`src/rtl/wb_master_pkg.sv`:
```
// Shared types for the single-outstanding Wishbone command master.
package wb_master_pkg;

   localparam int TIMEOUT_W = 16;

   typedef enum logic [1:0] {
      IDLE,
      REQ,
      WAIT,
      RSP
   } state_t;

   typedef struct packed {
      logic [31:0] dat;
      logic        err;
      logic        timeout;
   } rsp_t;

endpackage

```
`src/rtl/wb_if.sv`:
```
// Wishbone pipelined bus bundle (32-bit data, byte-lane selects).
interface wb_if;
   logic        cyc;
   logic        stb;
   logic        we;
   logic [31:0] adr;
   logic [3:0]  sel;
   logic [31:0] dat_m;
   logic [31:0] dat_s;
   logic        stall;
   logic        ack;
   logic        err;

   modport master (
      output cyc, stb, we, adr, sel, dat_m,
      input  dat_s, stall, ack, err
   );

   modport slave (
      input  cyc, stb, we, adr, sel, dat_m,
      output dat_s, stall, ack, err
   );
endinterface

```
`src/rtl/wb_master_timer.sv`:
```
// Abort timer for the command master: cleared when the strobe is accepted,
// counts while waiting for ack/err, flags expiry when the count hits limit.
import wb_master_pkg::*;

module wb_master_timer (
   input  logic                 clk,
   input  logic                 rst_n,
   input  logic                 load,
   input  logic                 en,
   input  logic [TIMEOUT_W-1:0] limit,
   output logic                 expire
);

   logic [TIMEOUT_W-1:0] cnt;

   // Wait-cycle counter: restart on strobe acceptance, advance while waiting.
   always_ff @(posedge clk) begin
      if (!rst_n) begin
         cnt <= '0;
      end else if (load) begin
         cnt <= '0;
      end else if (en) begin
         cnt <= cnt + 1'b1;
      end
   end

   assign expire = en && (cnt == limit);

endmodule

```
`src/rtl/wb_cmd_master.sv`:
```
// Single-outstanding Wishbone pipelined initiator: one command in, one bus
// cycle out, one response back. Optional abort timer is enabled by defining
// WB_MASTER_TIMEOUT_EN; without it the master waits for ack/err forever.
import wb_master_pkg::*;

module wb_cmd_master #(
   parameter int TIMEOUT_CYCLES = 255
) (
   input  logic        clk,
   input  logic        rst_n,
   input  logic        cmd_valid,
   output logic        cmd_ready,
   input  logic        cmd_we,
   input  logic [31:0] cmd_adr,
   input  logic [31:0] cmd_dat,
   input  logic [3:0]  cmd_sel,
   output logic        rsp_valid,
   input  logic        rsp_ready,
   output logic [31:0] rsp_dat,
   output logic        rsp_err,
   output logic        rsp_timeout,
   wb_if.master        wb
);

   if (TIMEOUT_CYCLES < 1 || TIMEOUT_CYCLES > 65535) begin : g_bad_timeout
      $error("wb_cmd_master: TIMEOUT_CYCLES must be in 1..65535");
   end

   state_t      state;
   state_t      next;
   rsp_t        rsp_q;
   rsp_t        rsp_next;
   logic        cyc_q;
   logic        stb_q;
   logic        we_q;
   logic [31:0] adr_q;
   logic [31:0] dat_q;
   logic [3:0]  sel_q;
   logic        accept;
   logic        term;
   logic        tmo;

   // The strobe is taken by the slave in any REQ cycle without stall.
   assign accept = (state == REQ) && !wb.stall;
   // A bus cycle terminates on ack/err once the strobe has been taken.
   assign term   = (accept || (state == WAIT)) && (wb.ack || wb.err);

`ifdef WB_MASTER_TIMEOUT_EN
   wb_master_timer u_timer (
      .clk    (clk),
      .rst_n  (rst_n),
      .load   (accept),
      .en     (state == WAIT),
      .limit  (TIMEOUT_W'(TIMEOUT_CYCLES - 1)),
      .expire (tmo)
   );
`else
   assign tmo = 1'b0;
`endif

   // State register.
   always_ff @(posedge clk) begin
      if (!rst_n) begin
         state <= IDLE;
      end else begin
         state <= next;
      end
   end

   // Next-state decode and response capture; ack/err beat a same-cycle timeout.
   always_comb begin
      next     = state;
      rsp_next = rsp_q;
      case (state)
         IDLE: if (cmd_valid) next = REQ;
         REQ:  if (!wb.stall) next = (wb.ack || wb.err) ? RSP : WAIT;
         WAIT: if (wb.ack || wb.err || tmo) next = RSP;
         RSP:  if (rsp_ready) next = IDLE;
         default: next = IDLE;
      endcase
      if (term) begin
         rsp_next.err     = wb.err;
         rsp_next.timeout = 1'b0;
         rsp_next.dat     = (wb.err || we_q) ? 32'h0 : wb.dat_s;
      end else if ((state == WAIT) && tmo) begin
         rsp_next.err     = 1'b1;
         rsp_next.timeout = 1'b1;
         rsp_next.dat     = 32'h0;
      end
   end

   // Registered bus/response handshake outputs, decoded from the next state.
   always_ff @(posedge clk) begin
      if (!rst_n) begin
         cyc_q     <= 1'b0;
         stb_q     <= 1'b0;
         rsp_valid <= 1'b0;
         rsp_q     <= '0;
      end else begin
         cyc_q     <= (next == REQ) || (next == WAIT);
         stb_q     <= (next == REQ);
         rsp_valid <= (next == RSP);
         rsp_q     <= rsp_next;
      end
   end

   // Command fields latched on acceptance and held for the whole bus cycle.
   always_ff @(posedge clk) begin
      if (!rst_n) begin
         we_q  <= 1'b0;
         adr_q <= 32'h0;
         dat_q <= 32'h0;
         sel_q <= 4'h0;
      end else if ((state == IDLE) && cmd_valid) begin
         we_q  <= cmd_we;
         adr_q <= cmd_adr;
         dat_q <= cmd_dat;
         sel_q <= cmd_sel;
      end
   end

   assign cmd_ready   = rst_n && (state == IDLE);
   assign rsp_dat     = rsp_q.dat;
   assign rsp_err     = rsp_q.err;
   assign rsp_timeout = rsp_q.timeout;

   assign wb.cyc   = cyc_q;
   assign wb.stb   = stb_q;
   assign wb.we    = we_q;
   assign wb.adr   = adr_q;
   assign wb.sel   = sel_q;
   assign wb.dat_m = dat_q;

endmodule

```
`src/flat_wrapper.sv`:
```
// flat-port wrapper written by rule: the top's interface ports become plain ports
module wb_cmd_master_flat 
#(
   parameter int TIMEOUT_CYCLES = 255
)
  (clk, rst_n, cmd_valid, cmd_ready, cmd_we, cmd_adr, cmd_dat, cmd_sel, rsp_valid, rsp_ready, rsp_dat, rsp_err, rsp_timeout, wb_cyc, wb_stb, wb_we, wb_adr, wb_sel, wb_dat_m, wb_dat_s, wb_stall, wb_ack, wb_err);
  wb_if wb_i ();
  input  logic clk;
  input  logic rst_n;
  input  logic cmd_valid;
  output logic cmd_ready;
  input  logic cmd_we;
  input  logic [31:0] cmd_adr;
  input  logic [31:0] cmd_dat;
  input  logic [3:0] cmd_sel;
  output logic rsp_valid;
  input  logic rsp_ready;
  output logic [31:0] rsp_dat;
  output logic rsp_err;
  output logic rsp_timeout;
  output wire logic [$bits(wb_i.cyc)-1:0] wb_cyc;
  output wire logic [$bits(wb_i.stb)-1:0] wb_stb;
  output wire logic [$bits(wb_i.we)-1:0] wb_we;
  output wire logic [$bits(wb_i.adr)-1:0] wb_adr;
  output wire logic [$bits(wb_i.sel)-1:0] wb_sel;
  output wire logic [$bits(wb_i.dat_m)-1:0] wb_dat_m;
  input wire logic [$bits(wb_i.dat_s)-1:0] wb_dat_s;
  input wire logic [$bits(wb_i.stall)-1:0] wb_stall;
  input wire logic [$bits(wb_i.ack)-1:0] wb_ack;
  input wire logic [$bits(wb_i.err)-1:0] wb_err;
  assign wb_cyc = wb_i.cyc;
  assign wb_stb = wb_i.stb;
  assign wb_we = wb_i.we;
  assign wb_adr = wb_i.adr;
  assign wb_sel = wb_i.sel;
  assign wb_dat_m = wb_i.dat_m;
  assign wb_i.dat_s = wb_dat_s;
  assign wb_i.stall = wb_stall;
  assign wb_i.ack = wb_ack;
  assign wb_i.err = wb_err;
  wb_cmd_master #(.TIMEOUT_CYCLES(TIMEOUT_CYCLES)) u_core (.clk(clk), .rst_n(rst_n), .cmd_valid(cmd_valid), .cmd_ready(cmd_ready), .cmd_we(cmd_we), .cmd_adr(cmd_adr), .cmd_dat(cmd_dat), .cmd_sel(cmd_sel), .rsp_valid(rsp_valid), .rsp_ready(rsp_ready), .rsp_dat(rsp_dat), .rsp_err(rsp_err), .rsp_timeout(rsp_timeout), .wb(wb_i));
endmodule
```
`config.mk`:
```
export PLATFORM = sky130hd
export DESIGN_NAME = wb_cmd_master_flat
export DESIGN_NICKNAME = d
export VERILOG_FILES = /design/src/rtl/wb_master_pkg.sv /design/src/rtl/wb_if.sv /design/src/rtl/wb_master_timer.sv /design/src/rtl/wb_cmd_master.sv /design/src/flat_wrapper.sv
export SDC_FILE = /design/constraint.sdc
export NUM_CORES = 1
export LEC_CHECK = 0
export CAP_MARGIN = 5
export CORE_ASPECT_RATIO = 0.5
export CORE_UTILIZATION = 35
export CTS_BUF_LIST = sky130_fd_sc_hd__clkbuf_4
export DETAILED_ROUTE_END_ITERATION = 16
export PLACE_DENSITY_LB_ADDON = 0.2
export SETUP_SLACK_MARGIN = 0.4
export SYNTH_ARGS = -nofsm -noshare
export SYNTH_HDL_FRONTEND = slang
export SYNTH_SLANG_ARGS = --single-unit
```
`constraint.sdc`:
```
create_clock -name clk -period 2.1 [get_ports clk]
set_input_delay 0.525 -clock clk [delete_from_list [all_inputs] [get_ports clk]]
set_output_delay 0.525 -clock clk [all_outputs]
set_load 0.01 [all_outputs]
```
==> results.md <==
* Wirelength, routed at between 10,000 and 15,000 um
* Post-synthesis compound-gate area fraction at 13.89%
* Cell Pwr Density at 640.2 nW/um^2
* R2R cell count at 5
* Root Driver: clkbuf_4
* Tcrit/Tclk final at 80.17%
* Tmin final at 1.684 ns
* Commonest non-fill, non-tap cell in the layout: nand2_1
* Comb pwr share at 21.4%
* Util after Layout at 57.87%
* Vias in the first global route at 3,515
* CTS tree: yes
* CTS sink count at between 100 and 150
* Initial DRC count at 139
* CP required at 2.50 ns
* Starting density of the core at 36.82%
* Synth cell types at 27
* Post-synthesis cell count at between 400 and 500
* Yosys warning count at 0
* Most frequent cells in the layout: 206 x nand2_1, 106 x clkdlybuf4s50_1, 94 x dfxtp_1
* Synth Area in Adders at 0.6024%
* Vias/cell at about 4.4
* Clock network power share at 25.5%
* Fin Clk Skew at 0.01269 ns
* Die X at 156.1 um
* Worst EP arrival at 2.08 ns
* Hold Path Origin: u_core.wb.dat_m[5]$_SDFFE_PN0P_
* Simple logic cell fraction of the synthesized area at 21.02%
* DP HPWL at 7187 um
* Die area at 12,340 sq um
* Ports at 215
* Reg clk slew, reported paths at 0.16 ns
* EDFF count, synth at 0
* Ant. Diodes at 0
* Layout area overhead at 57.20%
* Chip height at 79.04 um
* Mapped Area at just over 4000 sq um
* Largest net degree at the start of global routing at 110
* Hold Path End: u_core.wb.dat_m[5]$_SDFFE_PN0P_
* First-pass GRT wire length at between 15,000 and 20,000 um
* Post-synthesis xor/xnor area fraction at 0%
* Net Sw Frac at between 20% and 30%
* Via count of the routed design at around 3,700
* Worst IR drop on VDD at 0.2595 mV
* Gpl congestion at 0.7135
* Remaining routing DRC violations at 0
* R2R Setup Slk at 0.57 ns
* Non-filler instance count after layout at 844
* Run status: finished clean
* Largest fanout on the critical path at 2
* Max Freq at around 0.59 GHz
* Synthesized area per cell at 8.745 sq um
* Switching power at 1.151 mW
* Cell Int Power at between 3 and 4 mW
* Setup violators final at 0
* IO buf count at 213
* Num CTS Buffers at 9
* RSZ-0062 raised after global routing: yes
* Hold slack at 0.4589 ns
* Yosys reg bits at 107
* Multiplexer area fraction after synthesis at 7.711%
* Main combinational cell family by area after synthesis: simple AND/OR/NAND/NOR gates
* # nets final at 790
* Antenna-violating nets left at 0
* Cell Rows at 27
* Syn Nets at 585
* WL/cell at 12.57 um
* Final Max Tran Viols at 0
* DRT Pass-1 Iters at 4
* Ratio of cells with drive above 1 in the final layout at 8.321%
* Asr flop ratio synth at 0%
* H-tree levels at 3
* Setup Crit Path Kind: primary input to register
* Grt ovf at 0
* Clk buf depth at 2
* Final Hold Viols at 0
* Worst Setup Start Kind: primary input
* Worst hold stages at 2
* Core Area at 11,280 sq um
* R2r endpoint: u_core.wb.we$_SDFFE_PN0P_
* Setup TNS at 0 ns
* Global Route Usage Sum at 17.33%
* Register share of total power at about 53%
* Max Cap Viol at 0
* Hold WC Path Type: register to register
* Endpoint class of the critical path: register
* Initial antenna violation count at 0
* Leak at 2.964 nW
* Worst r2r src: u_core.state[0]$_SDFF_PN0_
* Post-CTS Hold Fix Bufs at 0
* Sequential area share after synthesis at 51.57%
* Placed Cells at ~830
* Clock latency at the later pin of the worst-skew pair at 0.45 ns
* Most used flip-flop cell after synthesis: dfxtp_1
==> layout make-up <==
class | count | area, sq um
flip-flops and latches | 107 | 2161
clock inverters | 6 | 63.81
repair buffers | 230 | 2211
multi-input cells | 331 | 1817
fillers | 1098 | 4753
inverters | 1 | 3.754
clock buffers | 10 | 75.07
well taps | 159 | 198.9
==> per-stage QoR <==
step | total power, mW | instance area [sq um] | worst slack, ns
3_3_place_gp | 3.240 | 6476 | -0.03811
5_1_grt | 4.412 | 6530 | 0.3576
2_1_floorplan | 2.690 | 4159 | 0.4633
6_report | 4.180 | 6530 | 0.4164
3_5_place_dp | 3.248 | 6476 | -0.03435
4_1_cts | 4.243 | 6490 | 0.2207
==> power groups by stage <==
stage	combinational, mW	clock [mW]	sequential [mW]
2_1_floorplan	0.367	0	2.32
3_3_place_gp	0.977	0	2.26
3_5_place_dp	0.980	0	2.27
4_1_cts	0.898	1.12	2.22
5_1_grt	0.981	1.19	2.24
6_report	0.895	1.07	2.22
==> timing repair <==
| action | CTS | global route |
|---|---|---|
| endpoints found under the setup margin | 106 | 38 |
| buffers inserted | 0 | 2 |
| resized for setup | 112 | 39 |
==> state kept, by name, summed over array words and instances (netlist names) <==
register	count
u_core.wb.dat_m	32
u_core.rsp_dat	32
u_core.wb.sel	4
u_core.rsp_err	1
u_core.wb.cyc	1
u_core.state	2
u_core.wb.stb	1
u_core.wb.we	1
u_core.wb.adr	32
u_core.rsp_valid	1
==> cell usage after synthesis (2+ instances only) <==
cell type    n  area [sq um]
ha_1         2         25.02
nor2_1       2         7.510
dfxtp_1    107          2142
buf_6        6         67.56
buf_2       14         70.07
mux2i_1     32         320.3
nor2b_1      2         12.51
nand2_1    206         773.2
a21boi_0    60         450.4
nor3b_1      2         15.01
and2_1       3         18.77
a21boi_1    10         75.07
buf_4        3         22.52
clkbuf_1    13         48.80
==> logic make-up (layout without fill, tap and decap cells) <==
group,count (synthesis),count (layout)
fa+ha+maj,2,2
compound gates,77,77
buf+inv,37,247
mux,32,32
simple gates,219,219
flops,107,107
other cells,1,1
==> worst max path at each step <==
stage | startpoint | to | slack, ns
final | wb_err | u_core.wb.cyc$_SDFF_PN0_ | 0.42
after global routing | wb_err | u_core.wb.cyc$_SDFF_PN0_ | 0.36
after CTS | u_core.state[0]$_SDFF_PN0_ | cmd_ready | 0.22
after floorplan | wb_err | u_core.wb.cyc$_SDFF_PN0_ | 0.46
after detailed placement | wb_err | u_core.wb.cyc$_SDFF_PN0_ | -0.03
after global placement | wb_err | u_core.wb.cyc$_SDFF_PN0_ | -0.04
==> per-layer routing <==
| layer | share of wire, % | up-vias | wire length [um] | track usage [%] |
|---|---|---|---|---|
| li1 | - | 1930 | - | - |
| met3 | 8.4 | 9 | 892 | 7.151 |
| met5 | 0 | - | 0 | 0 |
| met1 | 43 | 1689 | 4587 | 19.82 |
| met4 | 0.85 | 0 | 90 | 3.824 |
| met2 | 48 | 108 | 5043 | 30.31 |
==> worst max-delay path, cell delays in order <==
cell and delay [ns]:
clkdlybuf4s50_1 0.41, or2_2 0.32, o311ai_1 0.28, nand2_1 0.14
ha_1 0.30, nor2b_1 0.10
No activity file was read; power rests on OpenSTA's default activity.
